[config.mk]
export PLATFORM = sky130hd
export DESIGN_NAME = tx_arbiter
export DESIGN_NICKNAME = d
export VERILOG_FILES = /design/src/rtl/tx_arbiter.sv
export SDC_FILE = /design/constraint.sdc
export NUM_CORES = 1
export LEC_CHECK = 0
export ABC_AREA = 1
export CORE_ASPECT_RATIO = 1.4
export CORE_UTILIZATION = 30
export DETAILED_ROUTE_END_ITERATION = 8
export GPL_ROUTABILITY_DRIVEN = 0
export HOLD_SLACK_MARGIN = 0.06
export RECOVER_POWER = 25
export SLEW_MARGIN = 15
export SYNTH_ARGS = -nofsm -noshare
export SYNTH_HDL_FRONTEND = slang
export SYNTH_SLANG_ARGS = --single-unit
[constraint.sdc]
create_clock -name clk -period 2.35 [get_ports clk]
set_clock_uncertainty 0.2 [all_clocks]
set_input_delay 0.235 -clock clk [delete_from_list [all_inputs] [get_ports clk]]
set_output_delay 0.235 -clock clk [all_outputs]
set_load 0.1 [all_outputs]
[src/rtl/tx_arbiter.sv]
// rtl/tx_arbiter.sv - two-requester round-robin byte arbiter feeding a UART transmitter
// Each requester owns a small circular FIFO; one byte at a time is handed to the transmitter.
module tx_arbiter #(
   parameter int DEPTH = 4
) (
   input  logic       clk,
   input  logic       reset,
   input  logic       a_req,
   input  logic [7:0] a_data,
   output logic       a_busy,
   input  logic       b_req,
   input  logic [7:0] b_data,
   output logic       b_busy,
   output logic       tx_req,
   output logic [7:0] tx_data,
   input  logic       tx_busy,
   output logic       grant
);
   localparam int AW = (DEPTH > 1) ? $clog2(DEPTH) : 1;
   localparam logic [AW:0] FULL = (AW + 1)'(DEPTH);

   localparam logic [1:0] S_IDLE    = 2'd0;
   localparam logic [1:0] S_ISSUE   = 2'd1;
   localparam logic [1:0] S_WAIT_HI = 2'd2;
   localparam logic [1:0] S_WAIT_LO = 2'd3;

   logic [7:0]    a_mem_q [DEPTH];
   logic [7:0]    a_mem_d [DEPTH];
   logic [7:0]    b_mem_q [DEPTH];
   logic [7:0]    b_mem_d [DEPTH];
   logic [AW-1:0] a_rd_ptr_q, a_rd_ptr_d, a_wr_ptr_q, a_wr_ptr_d;
   logic [AW-1:0] b_rd_ptr_q, b_rd_ptr_d, b_wr_ptr_q, b_wr_ptr_d;
   logic [AW:0]   a_cnt_q, a_cnt_d, b_cnt_q, b_cnt_d;
   logic [1:0]    state_q, state_d;
   logic [1:0]    tmo_q, tmo_d;
   logic [7:0]    data_q, data_d;
   logic          grant_q, grant_d;

   logic a_wr, b_wr, pop_a, pop_b, a_ne, b_ne, pick_b;

   assign a_busy  = (a_cnt_q == FULL);
   assign b_busy  = (b_cnt_q == FULL);
   assign tx_req  = (state_q == S_ISSUE);
   assign tx_data = data_q;
   assign grant   = grant_q;

   always_comb begin
      a_wr   = a_req && !a_busy;
      b_wr   = b_req && !b_busy;
      a_ne   = (a_cnt_q != '0);
      b_ne   = (b_cnt_q != '0);
      // On a tie the source that did not win last time goes next.
      pick_b = (a_ne && b_ne) ? !grant_q : b_ne;
      pop_a   = 1'b0;
      pop_b   = 1'b0;
      state_d = state_q;
      tmo_d   = tmo_q;
      data_d  = data_q;
      grant_d = grant_q;
      case (state_q)
         S_IDLE: begin
            if (!tx_busy && (a_ne || b_ne)) begin
               pop_a   = !pick_b;
               pop_b   = pick_b;
               data_d  = pick_b ? b_mem_q[b_rd_ptr_q] : a_mem_q[a_rd_ptr_q];
               grant_d = pick_b;
               state_d = S_ISSUE;
            end
         end
         S_ISSUE: begin
            tmo_d   = 2'd0;
            state_d = S_WAIT_HI;
         end
         S_WAIT_HI: begin
            if (tx_busy) begin
               state_d = S_WAIT_LO;
            end else if (tmo_q == 2'd3) begin
               state_d = S_IDLE;
            end else begin
               tmo_d = tmo_q + 2'd1;
            end
         end
         S_WAIT_LO: begin
            if (!tx_busy) state_d = S_IDLE;
         end
         default: state_d = S_IDLE;
      endcase

      a_mem_d    = a_mem_q;
      b_mem_d    = b_mem_q;
      a_wr_ptr_d = a_wr_ptr_q;
      b_wr_ptr_d = b_wr_ptr_q;
      a_rd_ptr_d = pop_a ? a_rd_ptr_q + AW'(1) : a_rd_ptr_q;
      b_rd_ptr_d = pop_b ? b_rd_ptr_q + AW'(1) : b_rd_ptr_q;
      if (a_wr) begin
         a_mem_d[a_wr_ptr_q] = a_data;
         a_wr_ptr_d          = a_wr_ptr_q + AW'(1);
      end
      if (b_wr) begin
         b_mem_d[b_wr_ptr_q] = b_data;
         b_wr_ptr_d          = b_wr_ptr_q + AW'(1);
      end
      case ({a_wr, pop_a})
         2'b10:   a_cnt_d = a_cnt_q + (AW + 1)'(1);
         2'b01:   a_cnt_d = a_cnt_q - (AW + 1)'(1);
         default: a_cnt_d = a_cnt_q;
      endcase
      case ({b_wr, pop_b})
         2'b10:   b_cnt_d = b_cnt_q + (AW + 1)'(1);
         2'b01:   b_cnt_d = b_cnt_q - (AW + 1)'(1);
         default: b_cnt_d = b_cnt_q;
      endcase
   end

   // Storage needs no reset: pointers and counts define what is valid.
   always_ff @(posedge clk) begin
      a_mem_q <= a_mem_d;
      b_mem_q <= b_mem_d;
   end

   always_ff @(posedge clk) begin
      if (!reset) begin
         a_rd_ptr_q <= '0;
         a_wr_ptr_q <= '0;
         b_rd_ptr_q <= '0;
         b_wr_ptr_q <= '0;
         a_cnt_q    <= '0;
         b_cnt_q    <= '0;
         state_q    <= S_IDLE;
         tmo_q      <= 2'd0;
         data_q     <= 8'h00;
         grant_q    <= 1'b1;
      end else begin
         a_rd_ptr_q <= a_rd_ptr_d;
         a_wr_ptr_q <= a_wr_ptr_d;
         b_rd_ptr_q <= b_rd_ptr_d;
         b_wr_ptr_q <= b_wr_ptr_d;
         a_cnt_q    <= a_cnt_d;
         b_cnt_q    <= b_cnt_d;
         state_q    <= state_d;
         tmo_q      <= tmo_d;
         data_q     <= data_d;
         grant_q    <= grant_d;
      end
   end
endmodule

==> results of run 1 <==
## through the flow
stage	total power [uW]	cells	util [%]	hold WS, ps	setup TNS (ps)
floorplan	3840	435	-	134	0
global placement	4320	669	35.3	256	-121
detailed placement	4370	669	35.3	268	-193
CTS	5790	685	37.4	278	0
global route	6140	686	37.6	296	0
finish	5780	686	37.6	271	0
## critical path, delay by kind of cell (launching register included)
| family | cells | cell delay [ps] |
|---|---|---|
| AO/OA/AOI/OAI | 4 | 400 |
| adder cells (fa/ha/maj) | 2 | 560 |
| buffers and inverters | 2 | 130 |
| flip-flops | 1 | 340 |
| AND/OR/NAND/NOR | 4 | 440 |
## flip-flops by register name, indices dropped and copies added (netlist names)
register and count:
state_q 2, tmo_q 2, a_rd_ptr_q 2, a_wr_ptr_q 2, a_cnt_q 3, b_wr_ptr_q 2
b_rd_ptr_q 2, b_mem_q 32, b_cnt_q 3, grant 1, tx_data 8, a_mem_q 32
## path summary, 6_finish.rpt
| path | from | slack (ps) | to |
|---|---|---|---|
| worst max register to register | a_cnt_q[0]$_SDFFE_PN0P_ | 170 | a_cnt_q[2]$_SDFFE_PN0P_ |
| worst min register to register | tmo_q[1]$_SDFFE_PN0P_ | 270 | tmo_q[1]$_SDFFE_PN0P_ |
| worst max-delay path | a_cnt_q[0]$_SDFFE_PN0P_ | 170 | a_cnt_q[2]$_SDFFE_PN0P_ |
| worst min-delay path | tmo_q[1]$_SDFFE_PN0P_ | 270 | tmo_q[1]$_SDFFE_PN0P_ |
## layout make-up
cell class / count / area (sq um) / share of cell area [%]
Multi-Input combinational cell: 300 / 1560 / 30.0
Sequential cell: 91 / 2470 / 47.4
Tap cell: 185 / 231 / 4.45
Inverter: 33 / 145 / 2.79
Timing Repair Buffer: 61 / 508 / 9.76
Clock inverter: 5 / 61.3 / 1.18
Clock buffer: 11 / 233 / 4.47
## kinds of logic (layout without fill, tap and decap cells)
logic type                 after synthesis  after routing  share of synthesized area, %
adders and majority gates               17             17                          5.35
xor gates and xnor gates                 2              2                         0.412
buffers and inverters                   44            110                          5.85
AOI/OAI and AO/OA                       43             43                          6.20
DFF                                     91             91                          57.9
and+or+nand+nor                        238            238                          24.3
## Yosys cell counts, types with 4 or more instances
cell type,n,area (sq um)
nor2_1,18,67.6
a21oi_2,8,70.1
inv_2,7,26.3
o21ai_0,13,65.1
buf_6,4,45.0
nand3_1,6,30.0
dfxtp_1,27,541
edfxtp_1,64,1920
nand2_1,191,717
ha_1,15,188
a21oi_1,18,90.1
nand2_2,11,68.8
inv_1,22,82.6
## per-layer routing
layer | vias to the layer above | routed length, um | share of wire (%)
met5 | - | 0 | 0
met4 | 0 | 187 | 2.2
met3 | 11 | 259 | 3.1
met2 | 45 | 4340 | 52
met1 | 1360 | 3600 | 43
li1 | 1525 | - | -
## timing repair
action | CTS | global route
resized for setup | 0 | 10
setup buffers | 0 | 1
setup endpoints to repair | 0 | 2
## placed cells by master (no fill, tap or decap), types with 2 or more instances in the layout
cell type	n
nand2_1	191
edfxtp_1	64
buf_4	41
dfxtp_1	24
inv_1	22
nor2_1	18
a21oi_1	16
ha_1	14
nand2_2	11
o21ai_0	11
dlygate4sd3_1	11
a21oi_2	10
clkbuf_16	9
clkdlybuf4s50_1	9
inv_2	6
nand3_1	6
inv_6	4
nand3_4	3
o21bai_1	3
dfxtp_2	3
xor2_1	2
nand4_1	2
o21ai_1	2
fa_2	2
clkbuf_1	2
## power by group
part           switching [uW]  total, uW  internal, uW
sequential                155       2090          1940
combinational            1540       2270           731
clock                     592       1420           831
==> impl_metrics.csv, run 1 <==
group,metric,value,unit
synthesis,synthArstFlopShare,0,%
place,pre_cts_ws,-118,ps
timing,fin_crit_sh,92.8,%
setup_path,worst_r2r_path_depth,12,
clock_tree,holdBufCountCts,0,
global_route,grt_max_degree,18,
synthesis,ys_warn_count,0,
floorplan,design.core.area,13800,sq um
timing,worst_pin_slew,627,ps
timing,max_clock_freq,459,MHz
finish,fillerInstances,1385,
clock_tree,cts_max_level,3,
timing,slew_headroom,58.2,%
clock_tree,clk_latency,340,ps
global_route,grt_pass1_wl,13800,um
clock_tree,cts_buffer_depth,2,
global_route,grt-ovfl-total,0,
place,portBuffers,32,
floorplan,initial_core_util,30.7,%
drt,dr_total_vias,2941,
drt,first_pass_iters,4,
worst_hold_path,min_path_cells,2,
finish,area_delta_synth_final,22.3,%
timing,finalSetupViolCount,0,
run,drv_cap,0,
clock_tree,cts_root_buffer,"clkbuf_16",
floorplan,die_area,14700,sq um
finish,drive_gt1_share,20.6,%
setup_path,end_kind,"register",
drt,drc,0,
global_route,grt_antenna_before_repair,0,
global_route,gr-usage-met1,14.5,%
timing,timing.final.ws_setup,170,ps
global_route,gr-max-usage-layer,"met2",
clock_tree,cts_tree,"yes",
setup_path,cp_cell_sequence,"inv_2 -> nand3_4 -> nor2_4 -> nor2_8 -> nand3_2 -> inv_2 -> ha_1 -> fa_2 -> a21oi_2 -> o21ai_1 -> o21ai_1 -> a21oi_1",
timing,finalMaxSlewViolations,0,
timing,hold_viol,0,
synthesis,synth_cells,435,
worst_hold_path,worstHoldPathType,"register to register",
power,peakVddDrop,0.000539,V
clock_tree,clkSlewWorstSetupHoldPaths,70,ps
global_route,met3_usage,2.74,%
synthesis,synth.distinct_cells,34,
finish,final_area,5200,sq um
finish,n_antenna_cell,0,
floorplan,ios,33,
setup_path,max_stage_delay,360,ps
setup_path,slowest_stage,"fa_2",
synthesis,syn_area,4260,sq um
synthesis,synth_edf_count,64,
drt,routedWlPerCell,12.2,um
synthesis,synth-seq-cells,91,
timing,rsz0062_at_grt,"false",
setup_path,crit_required,2380,ps
setup_path,cp-start-kind,"register",
global_route,grt_use_total,12.6,%
power,p_leak,0.00218,uW
floorplan,die_y,143,um
synthesis,ys.flop_type,"edfxtp_1",
floorplan,rows,51,
drt,drt_first_iter_violations,88,
status,status,"finished clean",
synthesis,syn_avg_cell_area,9.78,sq um
finish,nets,534,
power,p_per_area,1110,nW/um^2
global_route,met2_usage,21.9,%
place,dpl_cell_area,4880,sq um
setup_path,cp.arrival,2210,ps
timing,post-route-min-period,2180,ps
place,hpwl,5920,um
drt,viasPerCell,4.29,
drt,drt-total-wl,8380,um
drt,final_antenna_net_count,0,
clock_tree,numClockSinks,91,
global_route,first_global_vias,2925,
setup_path,crit_type,"register to register",
floorplan,die_x,103,um
synthesis,ys_seq_area_share,57.9,%
setup_path,worst-path-max-fanout,4,
synthesis,synth_nets,473,
clock_tree,cts_buffers,9,
Note: power is estimated with default switching activity, not from simulation.
==> inputs of run 2 (changes only) <==
Settings changed: CELL_PAD_IN_SITES_DETAIL_PLACEMENT set to 1, CELL_PAD_IN_SITES_GLOBAL_PLACEMENT set to 1, PLACE_DENSITY_LB_ADDON set to 0.1.
==> run 2 against run 1 <==
First-iteration DRC count shrank 17%. Largest cell class unchanged. Critical path depth did not move. Critical endpoint is now b_cnt_q[2]$_SDFFE_PN0P_. Via count is 1.7% higher.
==> impl_metrics.csv, run 2 (same netlist as run 1, synthesis figures left out) <==
group,metric,value,unit
status,status,"finished clean",
floorplan,ios,33,
place,dpl_cell_area,4890,sq um
floorplan,initial_core_util,30.7,%
power,combPwrFrac,39.6,%
setup_path,crit_type,"register to register",
power,internal_power,3510,uW
timing,finalMaxSlewViolations,0,
clock_tree,clkSlewWorstSetupHoldPaths,70,ps
finish,fillerInstances,1583,
finish,final_area,5210,sq um
finish,layout_commonest_cell,"nand2_1",
global_route,first_global_vias,3134,
power,peakVddDrop,0.000339,V
finish,n_antenna_cell,0,
clock_tree,cts_max_level,3,
setup_path,end_kind,"register",
setup_path,cp_cell_sequence,"inv_2 -> nand3_4 -> a21oi_4 -> nand3_4 -> clkinv_2 -> ha_1 -> inv_1 -> fa_1 -> a21oi_1 -> o21ai_1 -> o21ai_1 -> a21oi_1",
power,seq_power_share,35.7,%
drt,routedWlPerCell,13.6,um
clock_tree,cts_buffers,9,
setup_path,max_stage_delay,400,ps
finish,drive_gt1_share,20.5,%
finish,multiInputGateArea,1550,sq um
drt,drc,0,
finish,stdcell_count,687,
clock_tree,cts_tree,"yes",
global_route,grt_use_total,14.3,%
timing,hold_viol,0,
global_route,grt-ovfl-total,0,
drt,viasPerCell,4.35,
power,switchingPower,2330,uW
finish,area_delta_synth_final,22.4,%
drt,final_antenna_net_count,0,
global_route,grt_antenna_before_repair,0,
place,hpwl,6880,um
run,drv_cap,0,
timing,fin_crit_sh,94.0,%
drt,first_pass_iters,6,
finish,regArea,2470,sq um
clock_tree,holdBufCountCts,0,
timing,post-route-min-period,2210,ps
setup_path,worst-path-max-fanout,4,
power,p_leak,0.00219,uW
clock_tree,clk_latency,330,ps
setup_path,cp-start-kind,"register",
drt,drt-total-wl,9340,um
timing,rsz0062_at_grt,"false",
finish,mostFrequentLayoutCells,"nand2_1, edfxtp_1, buf_4, dfxtp_1, inv_1",
clock_tree,cts_root_buffer,"clkbuf_16",
timing,slew_headroom,68.3,%
drt,dr_total_vias,2990,
timing,finalSetupViolCount,0,
place,portBuffers,32,
floorplan,die_y,143,um
power,totalPowerFinal,5840,uW
timing,whs,282,ps
clock_tree,numClockSinks,91,
setup_path,cp.arrival,2230,ps
timing,max_clock_freq,453,MHz
setup_path,slowest_stage,"fa_1",
clock_tree,cts_buffer_depth,2,
global_route,grt_pass1_wl,15700,um
power,p_per_area,1120,nW/um^2
drt,drt_first_iter_violations,73,
floorplan,design.core.area,13800,sq um
timing,worst_pin_slew,475,ps
power,clkPwrFrac,24.7,%
floorplan,die_x,103,um
power,swShare,39.9,%
finish,nets,535,
worst_hold_path,worstHoldPathType,"register to register",
global_route,grt_max_degree,18,
floorplan,rows,51,
floorplan,die_area,14700,sq um
place,dp_cells,670,
setup_path,crit_required,2370,ps
run 2: worst paths after layout:
| check | startpoint | endpoint | slack, ps | cells after the start |
|---|---|---|---|---|
| setup / recovery | a_cnt_q[1]$_SDFFE_PN0P_ | b_cnt_q[2]$_SDFFE_PN0P_ | 140 | 12 |
| hold / removal | tx_data[4]$_SDFFE_PN0P_ | tx_data[4]$_SDFFE_PN0P_ | 280 | 2 |
| setup reg to reg | a_cnt_q[1]$_SDFFE_PN0P_ | b_cnt_q[2]$_SDFFE_PN0P_ | 140 | 12 |
| hold reg to reg | tx_data[4]$_SDFFE_PN0P_ | tx_data[4]$_SDFFE_PN0P_ | 280 | 2 |
run 2: per-layer routing:
layer  up-vias  GRT usage [%]  wire length, um
met4         0           4.74              117
met3         7           2.64              193
met1      1418           16.5             4010
met2        27           26.0             5020
li1       1538              -                -
met5         -              0                0
run 2: per-stage QoR:
step	TNS (ps)	setup WS, ps	utilization [%]
after floorplan	0	76.3	-
after global placement	-67.9	-65.2	35.3
after detailed placement	-143	-79.5	35.3
after CTS	0	49.9	37.5
after global routing	0	6.27	37.6
final	0	141	37.6
run 2: timing repair:
item / 4_1_cts / 5_1_grt
gates resized for setup: 0 / 9
setup buffers: 0 / 1
setup endpoints to repair: 0 / 2
run 2: critical path, delay by kind of cell (launching register included):
kind / cells / cell delay [ps]
and+or+nand+nor: 2 / 210
buffers and inverters: 3 / 210
AOI/OAI and AO/OA: 5 / 610
DFF: 1 / 340
adders and majority gates: 2 / 540
run 2: power groups by stage:
| stage | Combinational, uW | Sequential, uW | Clock, uW |
|---|---|---|---|
| final | 2310 | 2080 | 1440 |
| after global routing | 2570 | 2110 | 1570 |
| after CTS | 2330 | 2090 | 1500 |
| after detailed placement | 2320 | 2120 | 0 |
| after global placement | 2270 | 2120 | 0 |
| after floorplan | 1400 | 2430 | 0 |
run 2: final cells by class:
type                       count  area share, %
timing repair buffer          62           9.90
sequential                    91           47.3
multi-input combinational    300           29.8
clock buffer                   9           4.32
tap                          185           4.44
clock inverter                 7           1.44
inverter                      33           2.74
